===== src/rtl/hazard_ctrl.sv =====
// Hazard controller beside decode: drives PC / IF/ID / ID/EX enables and flushes for
// load-use stalls, taken-branch squashes and multi-cycle mult/div holds, with perf counters.
module hazard_ctrl #(
   parameter int REG_W  = 5,
   parameter int MD_LAT = 4,
   parameter int CNT_W  = 16
) (
   input  logic             clk,
   input  logic             reset,
   input  logic [REG_W-1:0] id_rs,
   input  logic [REG_W-1:0] id_rt,
   input  logic             id_uses_rt,
   input  logic             idex_mem_read,
   input  logic [REG_W-1:0] idex_rt,
   input  logic             ex_branch_taken,
   input  logic             ex_muldiv_start,
   output logic             pc_write,
   output logic             ifid_write,
   output logic             idex_write,
   output logic             ifid_flush,
   output logic             idex_flush,
   output logic             muldiv_busy,
   output logic [CNT_W-1:0] stall_count,
   output logic [CNT_W-1:0] flush_count
);

   localparam int MD_W = (MD_LAT > 2) ? $clog2(MD_LAT) : 1;
   localparam logic [0:0] RUN     = 1'b0;
   localparam logic [0:0] MD_WAIT = 1'b1;

   logic [0:0]      state;
   logic [MD_W-1:0] md_cnt;
   logic            lu;

   // Register 0 is hardwired zero, so a load "to" r0 never creates a dependency.
   assign lu = idex_mem_read && (idex_rt != '0) &&
               ((idex_rt == id_rs) || (id_uses_rt && (idex_rt == id_rt)));

   always_comb begin
      pc_write    = 1'b1;
      ifid_write  = 1'b1;
      idex_write  = 1'b1;
      ifid_flush  = 1'b0;
      idex_flush  = 1'b0;
      muldiv_busy = 1'b0;
      if (!reset) begin
         pc_write   = 1'b0;
         ifid_write = 1'b0;
         idex_write = 1'b0;
         ifid_flush = 1'b1;
         idex_flush = 1'b1;
      end else if (state == MD_WAIT) begin
         pc_write    = 1'b0;
         ifid_write  = 1'b0;
         idex_write  = 1'b0;
         muldiv_busy = 1'b1;
      end else if (ex_branch_taken) begin
         // Squash both younger instructions; any load-use dependent is among them.
         ifid_flush = 1'b1;
         idex_flush = 1'b1;
      end else if (lu) begin
         pc_write   = 1'b0;
         ifid_write = 1'b0;
         idex_flush = 1'b1;
      end
   end

   always_ff @(posedge clk) begin
      if (!reset) begin
         state       <= RUN;
         md_cnt      <= '0;
         stall_count <= '0;
         flush_count <= '0;
      end else begin
         if (!pc_write && (stall_count != '1))
            stall_count <= stall_count + CNT_W'(1);
         case (state)
            RUN: begin
               if (ex_branch_taken) begin
                  if (flush_count != '1)
                     flush_count <= flush_count + CNT_W'(1);
               end else if (ex_muldiv_start) begin
                  state  <= MD_WAIT;
                  md_cnt <= MD_W'(MD_LAT - 1);
               end
            end
            default: begin
               md_cnt <= md_cnt - MD_W'(1);
               if (md_cnt == MD_W'(1))
                  state <= RUN;
            end
         endcase
      end
   end

endmodule


===== config.mk =====
export PLATFORM = sky130hd
export DESIGN_NAME = hazard_ctrl
export DESIGN_NICKNAME = d
export VERILOG_FILES = /design/src/rtl/hazard_ctrl.sv
export SDC_FILE = /design/constraint.sdc
export NUM_CORES = 1
export LEC_CHECK = 0
export BUFFER_PORTS_ARGS = -buffer_cell sky130_fd_sc_hd__buf_2
export CAP_MARGIN = 30
export CORE_MARGIN = 2
export CORE_UTILIZATION = 50
export DETAILED_ROUTE_END_ITERATION = 6
export PLACE_DENSITY_LB_ADDON = 0.12
export SLEW_MARGIN = 15
export SYNTH_ARGS = -nofsm -noshare
export SYNTH_HDL_FRONTEND = slang
export SYNTH_SLANG_ARGS = --single-unit

===== constraint.sdc =====
create_clock -name clk -period 3.6 [get_ports clk]
set_input_delay 1.08 -clock clk [delete_from_list [all_inputs] [get_ports clk]]
set_output_delay 1.08 -clock clk [all_outputs]
set_load 0.02 [all_outputs]

# --- Yosys cells after proc, flatten, opt, wreduce, memory -nomap -nowiden ---
# Cells that the tools add are included.
totals:
  output_inout_bits: 38
  elab_cells: 46
  register_bits: 35
op_classes:
  n_eq_ne: 6
  addsub: 3
  bitwise: 1
  reduce_logical: 10
  n_mux: 22
op_table:
  columns: ["operator", "n"]
  rows:
  - ["$add 16x1->16 const B", 2]
  - ["$ne 16x16->1 const B", 2]
  - ["$mux 1", 19]
  - ["$eq 5x5->1", 2]
  - ["$mux 2", 3]
  - ["$reduce_bool 5->1", 1]
  - ["$logic_and 1x1->1", 4]
  - ["$reduce_and 3->1", 1]
  - ["$eq 2x1->1 const B", 1]
  - ["$ne 2x1->1 const B", 1]
  - ["$reduce_and 2->1", 1]
  - ["$reduce_bool 2->1", 1]
  - ["$sub 2x1->2 const B", 1]
  - ["$logic_not 1->1", 1]
  - ["$logic_or 1x1->1", 1]
  - ["$not 1->1", 1]

# --- Longest topological paths before layout ---
# Gate-level depths: netlist of run 1.
depth:
  ltp_word: 10
  ltp_mapped: 9
  ltp_nobuf: 7

# --- Worst setup path after synthesis of run 1 ---
# No wires, ideal clock.
synth_path:
  kind: "input-to-output"
  from: "in idex_rt[1]"
  to: "out pc_write"
  t_required_ns: 2.520
  path_slack_ns: -0.144
  n_path_buf: 1
  cell_stages: 5
  arrival_time_ns: 2.664
  path_cell_list: "or4_1 > o21ai_2 > nor2_1 > a21boi_0 > buf_4"
synth_via:
  elab_chain_len: 8
  elab_cells_between_ends: 11
synth_rtl:
  columns: ["element", "line", "text"]
  rows:
  - ["start: declaration", "14", "input logic [REG_W-1:0] idex_rt,"]
  - ["$eq 5x5->1", "37", "((idex_rt == id_rs) || (id_uses_rt && (idex_rt == id_rt)));"]
  - ["$logic_and 1x1->1", "37", null]
  - ["$logic_or 1x1->1", "37", null]
  - ["$logic_and 1x1->1 (*)", "36", "assign lu = idex_mem_read && (idex_rt != '0) &&"]
  - ["$mux 1 (*) (4 in a row)", null, null]
  - ["end: declaration", "17", "output logic pc_write,"]
# Every way passes the cells marked *; elsewhere a longest branch is shown, timed or not.

# --- Worst setup path in the final report of run 1 ---
layout_path:
  from: "in idex_rt[1]"
  to: "out pc_write"
layout_via:
  elab_chain_len: 8
  elab_cells_between_ends: 11
layout_rtl:
  columns: ["element", "line", "text"]
  rows:
  - ["$eq 5x5->1", "37", null]
  - ["$logic_and 1x1->1", "37", null]
  - ["$logic_or 1x1->1", "37", null]
  - ["$logic_and 1x1->1 (*)", "36", null]
  - ["$mux 1 (*)", "61", "end else if (lu) begin"]
  - ["$mux 1 (*)", "57", "end else if (ex_branch_taken) begin"]
  - ["$mux 1 (*)", "52", "end else if (state == MD_WAIT) begin"]
  - ["$mux 1 (*)", "46", "if (!reset) begin"]
# Marks and branches as above.

==> impl_metrics.toml, run 1 <==
[sta]
period_minus_slack_ns = 3.47
rsz0062_at_grt = "false"
setup_viol = 0
max_freq_mhz = 289
tns_ns = 0
finClkSkew_ns = 0.00390
tightest_slew_ns = 0.630
final.setup.worst_slack_ns = 0.135
slew-limit-headroom_pct = 57.9
hold_violations = 0
finalCritPeriodShare_pct = 96.3
drv_slew = 0

[clocking]
cts_resized = 0
postCtsHoldBufs = 0
path_clk_slew_ns = 0.06
clock_latency_ns = 0.29
cts_setup_buffers = 0
clk_path_buf_depth = 2
htreeDepth = 2
cts_tree = "yes"
cts_sinks = 35
cts_buffers = 5
cts-root-buf = "clkbuf_8"

[drt]
wirelength_um = 4060
drt_first_pass_iters = 4
wl_per_cell_um = 12.6
route.detailed.drc = 0
drt-initial-drc-count = 173
drtAntennaViolNets = 0
via_per_inst = 5.37
vias = 1736

[logic_synthesis]
synth_compound_area_share_pct = 14.9
yosysWarnings = 0
ys_seq_area_share_pct = 37.6
synth_fa_ha_area_share_pct = 2.02
synthSimpleGateAreaFrac_pct = 27.4
synthMuxAreaShare_pct = 1.61
synth_xor_area_share_pct = 12.2
yosys.cell_types.count = 41
ys_ff_latch = 35
syn_area_per_cell_sq_um = 8.66
synth_top_family_by_area = "simple AND/OR/NAND/NOR gates"
synth_fp_nets = 239
syn_inst = 215
syn_area_sq_um = 1860

[placed_design]
dp_slack_ns = 0.137
gp_congestion = 0.733
dp_hpwl_um = 2930
io_buffers = 58

[power]
p_seq_share_pct = 51.9
pwr-share-clk_pct = 35.0
combPwrFrac_pct = 13.0
netSwitchingFraction_pct = 26.7
p_int_mw = 0.574
total_power_mw = 0.783
p_sw_mw = 0.209
powerDensity_nw_per_um2 = 348
leakage_nw = 0.929
ir_drop_v = 0.000224

[worst_setup_path]
worstSetupEndpointType = "output pin"
path_common_cell = "buf_2"
critPathLaunch = "idex_rt[1]"
critical_path_class = "in2out"
crit_buf_inv = 2
slowest_delay_ns = 0.54
arrival_ns = 2.39
cp_top_family = "simple AND/OR/NAND/NOR gates"
worst_path_max_delay_cell = "or4_1"
worstPathCellList = "buf_2 > or4_1 > o21ai_2 > nor2_1 > a21boi_1 > buf_2"
r2r-start = "stall_count[0]"
worstSetupStartpointType = "input pin"
required_ns = 2.52
crit_fanout = 3

[grt]
grt_pass1_wl_um = 7240
grt-ovfl-total = 0
grt_pass1_vias = 1598
gr-usage-all-layers_pct = 21.9
antenna_found_initial = 0
grt_start_max_net_pins = 32

[flow_run]
cap_viol_max_count = 0

[cells_and_area]
drive_gt1_share_pct = 26.9
multiInputGateArea_sq_um = 1080
antenna_cells = 0
nets = 298
num-fill-cells = 361
area_growth_syn_to_layout_pct = 20.9
seqCellArea_sq_um = 701

[floorplan]
die_area_sq_um = 4230
die_height_um = 65.0
num_rows = 22
io-pin-count = 59
core_sq_um = 3630
die_x_um = 65.0
start_util_pct = 51.2

[min_path]
worstHoldStart = "md_cnt[0]"
hp-class = "reg2reg"

[outcome]
outcome = "complete, no violations"
## worst paths after layout
| path | cells past startpoint | end | slack (ns) |
|---|---|---|---|
| max | 6 | pc_write | 0.13 |
| min | 1 | md_cnt[0] | 0.49 |
| max reg2reg | 7 | stall_count[1] | 1.36 |
| min reg2reg | 1 | md_cnt[0] | 0.49 |
## logic make-up (layout without fill, tap and decap cells)
logic type               count (synthesis)  in the layout
AO/OA/AOI/OAI                           41             41
XOR/XNOR                                26             26
adder cells (fa/ha/maj)                  3              3
buffers and inverters                   14             74
flip-flops                              35             35
multiplexers                             3              3
AND/OR/NAND/NOR                         93             93
## worst reg2reg max path, delay by kind of cell, from the launching register on
family / cells / cell delay [ns]
simple gates: 3 / 0.49
fa+ha+maj: 1 / 0.27
flops: 1 / 0.39
mux: 1 / 0.27
compound gates: 2 / 0.70
## per-layer routing
metal / part of all wire (%) / GRT usage [%]
met3: 4.1 / 4.17
met4: 1.9 / 10.2
met1: 47 / 29.1
met2: 47 / 34.3
met5: 0 / 0
## metrics by stage
stage / hold WS, ns / cells / area, sq um / util (%)
4_1_cts: 0.493 / 323 / 2250 / 61.9
3_3_place_gp: 0.469 / 315 / 2170 / 59.7
3_5_place_dp: 0.478 / 315 / 2170 / 59.7
2_1_floorplan: 0.447 / 215 / 1860 / -
6_report: 0.490 / 323 / 2250 / 61.9
5_1_grt: 0.521 / 323 / 2250 / 61.9
## cell usage after synthesis, drive strengths merged
master,n,area share [%]
nor4,2,1.0
and3,4,1.3
mux2i,3,1.6
ha,3,2.0
nor3,1,0.27
buf,3,2.1
o31ai,7,2.8
nand4,5,2.0
a211oi,3,1.7
o21ai,7,2.1
nand3,15,4.0
a21boi,1,0.40
and4bb,1,0.67
inv,6,1.2
dfxtp,35,38
xor2,12,5.6
clkbuf,5,1.0
o311a,1,0.54
nand2,13,2.6
a21oi,18,5.6
o21a,1,0.40
o22ai,1,0.34
o21bai,1,0.40
nor2,24,4.8
and4,5,2.4
and2,4,1.3
nand2b,3,1.0
xnor2,14,6.6
or3,7,2.4
or2,1,0.34
o31a,1,0.47
nor2b,1,0.34
or4,7,2.8
## cell type report
class	instances	share of cell area (%)
Clock buffer	7	3.39
Clock inverter	1	0.222
Inverter	6	1.00
Multi-Input combinational cell	166	48.0
Sequential cell	35	31.1
Tap cell	48	2.67
Timing Repair Buffer	60	13.6
## layout by cell type, fill, tap and decap left out, types with 2 or more instances in the layout
cell,Yosys,final
clkbuf_8,0,5
o21ai_1,6,6
or3_1,7,7
ha_1,3,3
or4_1,7,7
clkbuf_1,5,2
mux2i_1,3,3
nand2b_1,3,3
buf_4,1,2
and4_1,5,5
nand4_1,4,4
and2_1,4,4
and3_1,4,4
dfxtp_1,35,35
xor2_1,12,12
xnor2_1,14,14
nor2_1,24,24
nand3_1,15,15
o31ai_1,7,7
nand2_1,13,13
inv_1,6,6
a21oi_1,16,16
a211oi_2,2,2
buf_2,0,58
## power groups by stage
stage	Clock, mW	Sequential, mW	Combinational, mW
2_1_floorplan	0	0.420	0.0672
3_3_place_gp	0	0.415	0.101
3_5_place_dp	0	0.415	0.103
4_1_cts	0.283	0.407	0.103
5_1_grt	0.301	0.409	0.114
6_report	0.274	0.407	0.102
## sequential cells by signal (all words and copies together), names as in the netlist
signal and count:
flush_count 16, stall_count 16, md_cnt 2, state 1
Note: power is estimated with default switching activity, not from simulation.
==> run 2: changes to the inputs <==
Settings changed: ABC_AREA set to 1, CORE_UTILIZATION 50 to 52.
==> run 2 against run 1 <==
Setup slack better by 0.31 ns. Sequential share of layout area shrank 4.2 points. Non-clock buffer count stayed put. Hold slack worse by 0.029 ns. Routed wire length is 18% higher. Register-to-register slack improved by 0.24 ns. Flip-flop and latch count is the same. Power rose by 18%. Clock power increased by 53%. Cell area grew 16%. Fmax increased by 9.7%. Via count grew 25%. Critical path type unchanged. Largest cell class unchanged. Highest routed layer unchanged.
==> impl_metrics.toml, run 2 <==
[placed_design]
dp.cells = 428
dp_slack_ns = 0.430
gp_congestion = 0.853
io_buffers = 58
dp_hpwl_um = 3620
place_area_sq_um = 2470

[cells_and_area]
antenna_cells = 0
finalInstanceArea_sq_um = 2610
seqCellArea_sq_um = 701
reg_top3 = "flush_count: 16 flops, stall_count: 16 flops, md_cnt: 2 flops"
area_growth_syn_to_layout_pct = 20.8
instances_no_fill = 436
layout_commonest_cell = "nand2_1"
num-fill-cells = 375
post-route-util_pct = 65.1
final_cell_mix = "nand2_1, buf_2, inv_1, nor2_1"
multiInputGateArea_sq_um = 1240
nets = 409
drive_gt1_share_pct = 23.1

[power]
p_int_mw = 0.709
pwr-share-clk_pct = 45.1
p_sw_mw = 0.219
powerDensity_nw_per_um2 = 356
combPwrFrac_pct = 11.4
ir_drop_v = 0.000263
leakage_nw = 1.22
p_seq_share_pct = 43.6
netSwitchingFraction_pct = 23.6
total_power_mw = 0.927

[logic_synthesis]
synth_fp_nets = 350
synth_edf_count = 0
synth_top_family_by_area = "simple AND/OR/NAND/NOR gates"
ys_seq_area_share_pct = 32.5
synthTopCellsByArea = "dfxtp_1, nand2_1, nand3_1, inv_1, nor2_1"
async_flop_share_pct = 0
syn_inst = 326
synth_xor_area_share_pct = 8.12
synth_fa_ha_area_share_pct = 1.74
synth_compound_area_share_pct = 12.1
syn_area_per_cell_sq_um = 6.62
ys_ff_latch = 35
yosysMostFrequentCell = "nand2_1"
ys.flop_type = "dfxtp_1"
synthTopCellsByCount = "nand2_1, inv_1, nor2_1, dfxtp_1, nand3_1"
synthSimpleGateAreaFrac_pct = 35.7
synth.largest_area_cell = "dfxtp_1"
synthMuxAreaShare_pct = 0
yosys.cell_types.count = 28
yosysWarnings = 0
yosys.area.top_type_share_pct = 32.5
syn_area_sq_um = 2160

[sta]
setup_viol = 0
period_minus_slack_ns = 3.16
slew-limit-headroom_pct = 78.7
finClkSkew_ns = 0.00724
finalCritPeriodShare_pct = 87.7
holdWs_ns = 0.461
tightest_slew_ns = 0.318
tns_ns = 0
max_freq_mhz = 317
rsz0062_at_grt = "false"
final.setup.worst_slack_ns = 0.441
hold_violations = 0
drv_slew = 0

[worst_setup_path]
r2r_slack_ns = 1.60
required_ns = 2.52
r2r-start = "flush_count[0]"
worstSetupStartpointType = "input pin"
reg2regPathDepth = 11
critPathLaunch = "idex_rt[0]"
r2r-end = "flush_count[5]"
arrival_ns = 2.08
endpoint = "ifid_write"
worstSetupEndpointType = "output pin"
crit_fanout = 6
critical_path_class = "in2out"

[grt]
grt_pass1_vias = 1969
met3_usage_pct = 5.76
grt_pass1_wl_um = 8270
antenna_found_initial = 0
use_met2_pct = 37.3
grt_start_max_net_pins = 22
busiest_layer = "met2"
gr-usage-all-layers_pct = 22.9
globalRouteMet1Util_pct = 29.9
grt-ovfl-total = 0

[drt]
drtAntennaViolNets = 0
wirelength_um = 4780
route.detailed.drc = 0
wl_per_cell_um = 11.0
via_per_inst = 4.99
drt-initial-drc-count = 164
drt_first_pass_iters = 4
vias = 2177

[clocking]
cts_buffers = 5
cts_setup_buffers = 0
cts_tree = "yes"
cts_sinks = 35
clk_path_buf_depth = 2
path_clk_slew_ns = 0.07
cts-root-buf = "clkbuf_8"
clock_latency_ns = 0.28
cts_resized = 0
htreeDepth = 2
postCtsHoldBufs = 0

[floorplan]
io-pin-count = 59
core_sq_um = 4000
start_util_pct = 53.9
die_x_um = 68.4
num_rows = 23
die_height_um = 68.4
die_area_sq_um = 4680

[min_path]
hp-class = "reg2reg"

[outcome]
outcome = "complete, no violations"

[flow_run]
cap_viol_max_count = 0
-- run 2: changes by cell type in the layout (fill, tap and decap cells not counted), moves of 6 or more --
cell     delta
a21oi_2     +9
inv_1      +35
nand2_1    +72
nand3_1    +20
nor2_1     +12
o21ai_0     +9
o21ai_1     -6
o31ai_1     -7
or3_1       -7
or4_1       -7
-- run 2: routing by layer --
| layer | vias up | part of all wire [%] | wire length (um) |
|---|---|---|---|
| li1 | 1153 | - | - |
| met5 | - | 0 | 0 |
| met1 | 971 | 49 | 2340 |
| met2 | 51 | 46 | 2190 |
| met4 | 0 | 0.56 | 27 |
| met3 | 2 | 4.7 | 224 |
-- run 2: cell families after synthesis --
kind of cell / Yosys count
flip-flops: 35
adder cells (fa/ha/maj): 3
AO/OA/AOI/OAI: 43
AND/OR/NAND/NOR: 174
buffers and inverters: 51
XOR/XNOR: 20
-- run 2: cell type report --
class / instances / share of cell area (%)
Clock buffer: 6 / 2.79
Inverter: 43 / 6.20
Timing Repair Buffer: 60 / 11.7
Sequential cell: 35 / 26.9
Multi-Input combinational cell: 240 / 47.7
Clock inverter: 2 / 2.31
Tap cell: 50 / 2.40
-- run 2: worst min-delay path by stage --
stage | from | cells after the start | end | slack (ns)
final | md_cnt[1] | 2 | md_cnt[1] | 0.46
after global routing | md_cnt[1] | 2 | md_cnt[1] | 0.51
after CTS | md_cnt[1] | 2 | md_cnt[1] | 0.46
after detailed placement | md_cnt[1] | 2 | md_cnt[1] | 0.45
after global placement | md_cnt[1] | 2 | md_cnt[1] | 0.45
after floorplan | md_cnt[1] | 2 | md_cnt[1] | 0.44
-- run 2: worst max-delay path, stage by stage --
cell and delay [ns]:
buf_2 0.09, inv_1 0.06, nand2_1 0.06, nand2_1 0.05, nor2_1 0.13, nand3_1 0.09, nand2_1 0.08, nand3_1 0.08
nand2_2 0.13, inv_1 0.07, buf_2 0.16
-- run 2: power groups by stage --
stage	registers (mW)	clock network (mW)	logic, mW
after detailed placement	0.413	0	0.106
after floorplan	0.418	0	0.0666
final	0.404	0.418	0.105
after global placement	0.413	0	0.104
after global routing	0.406	0.442	0.121
after CTS	0.404	0.424	0.107
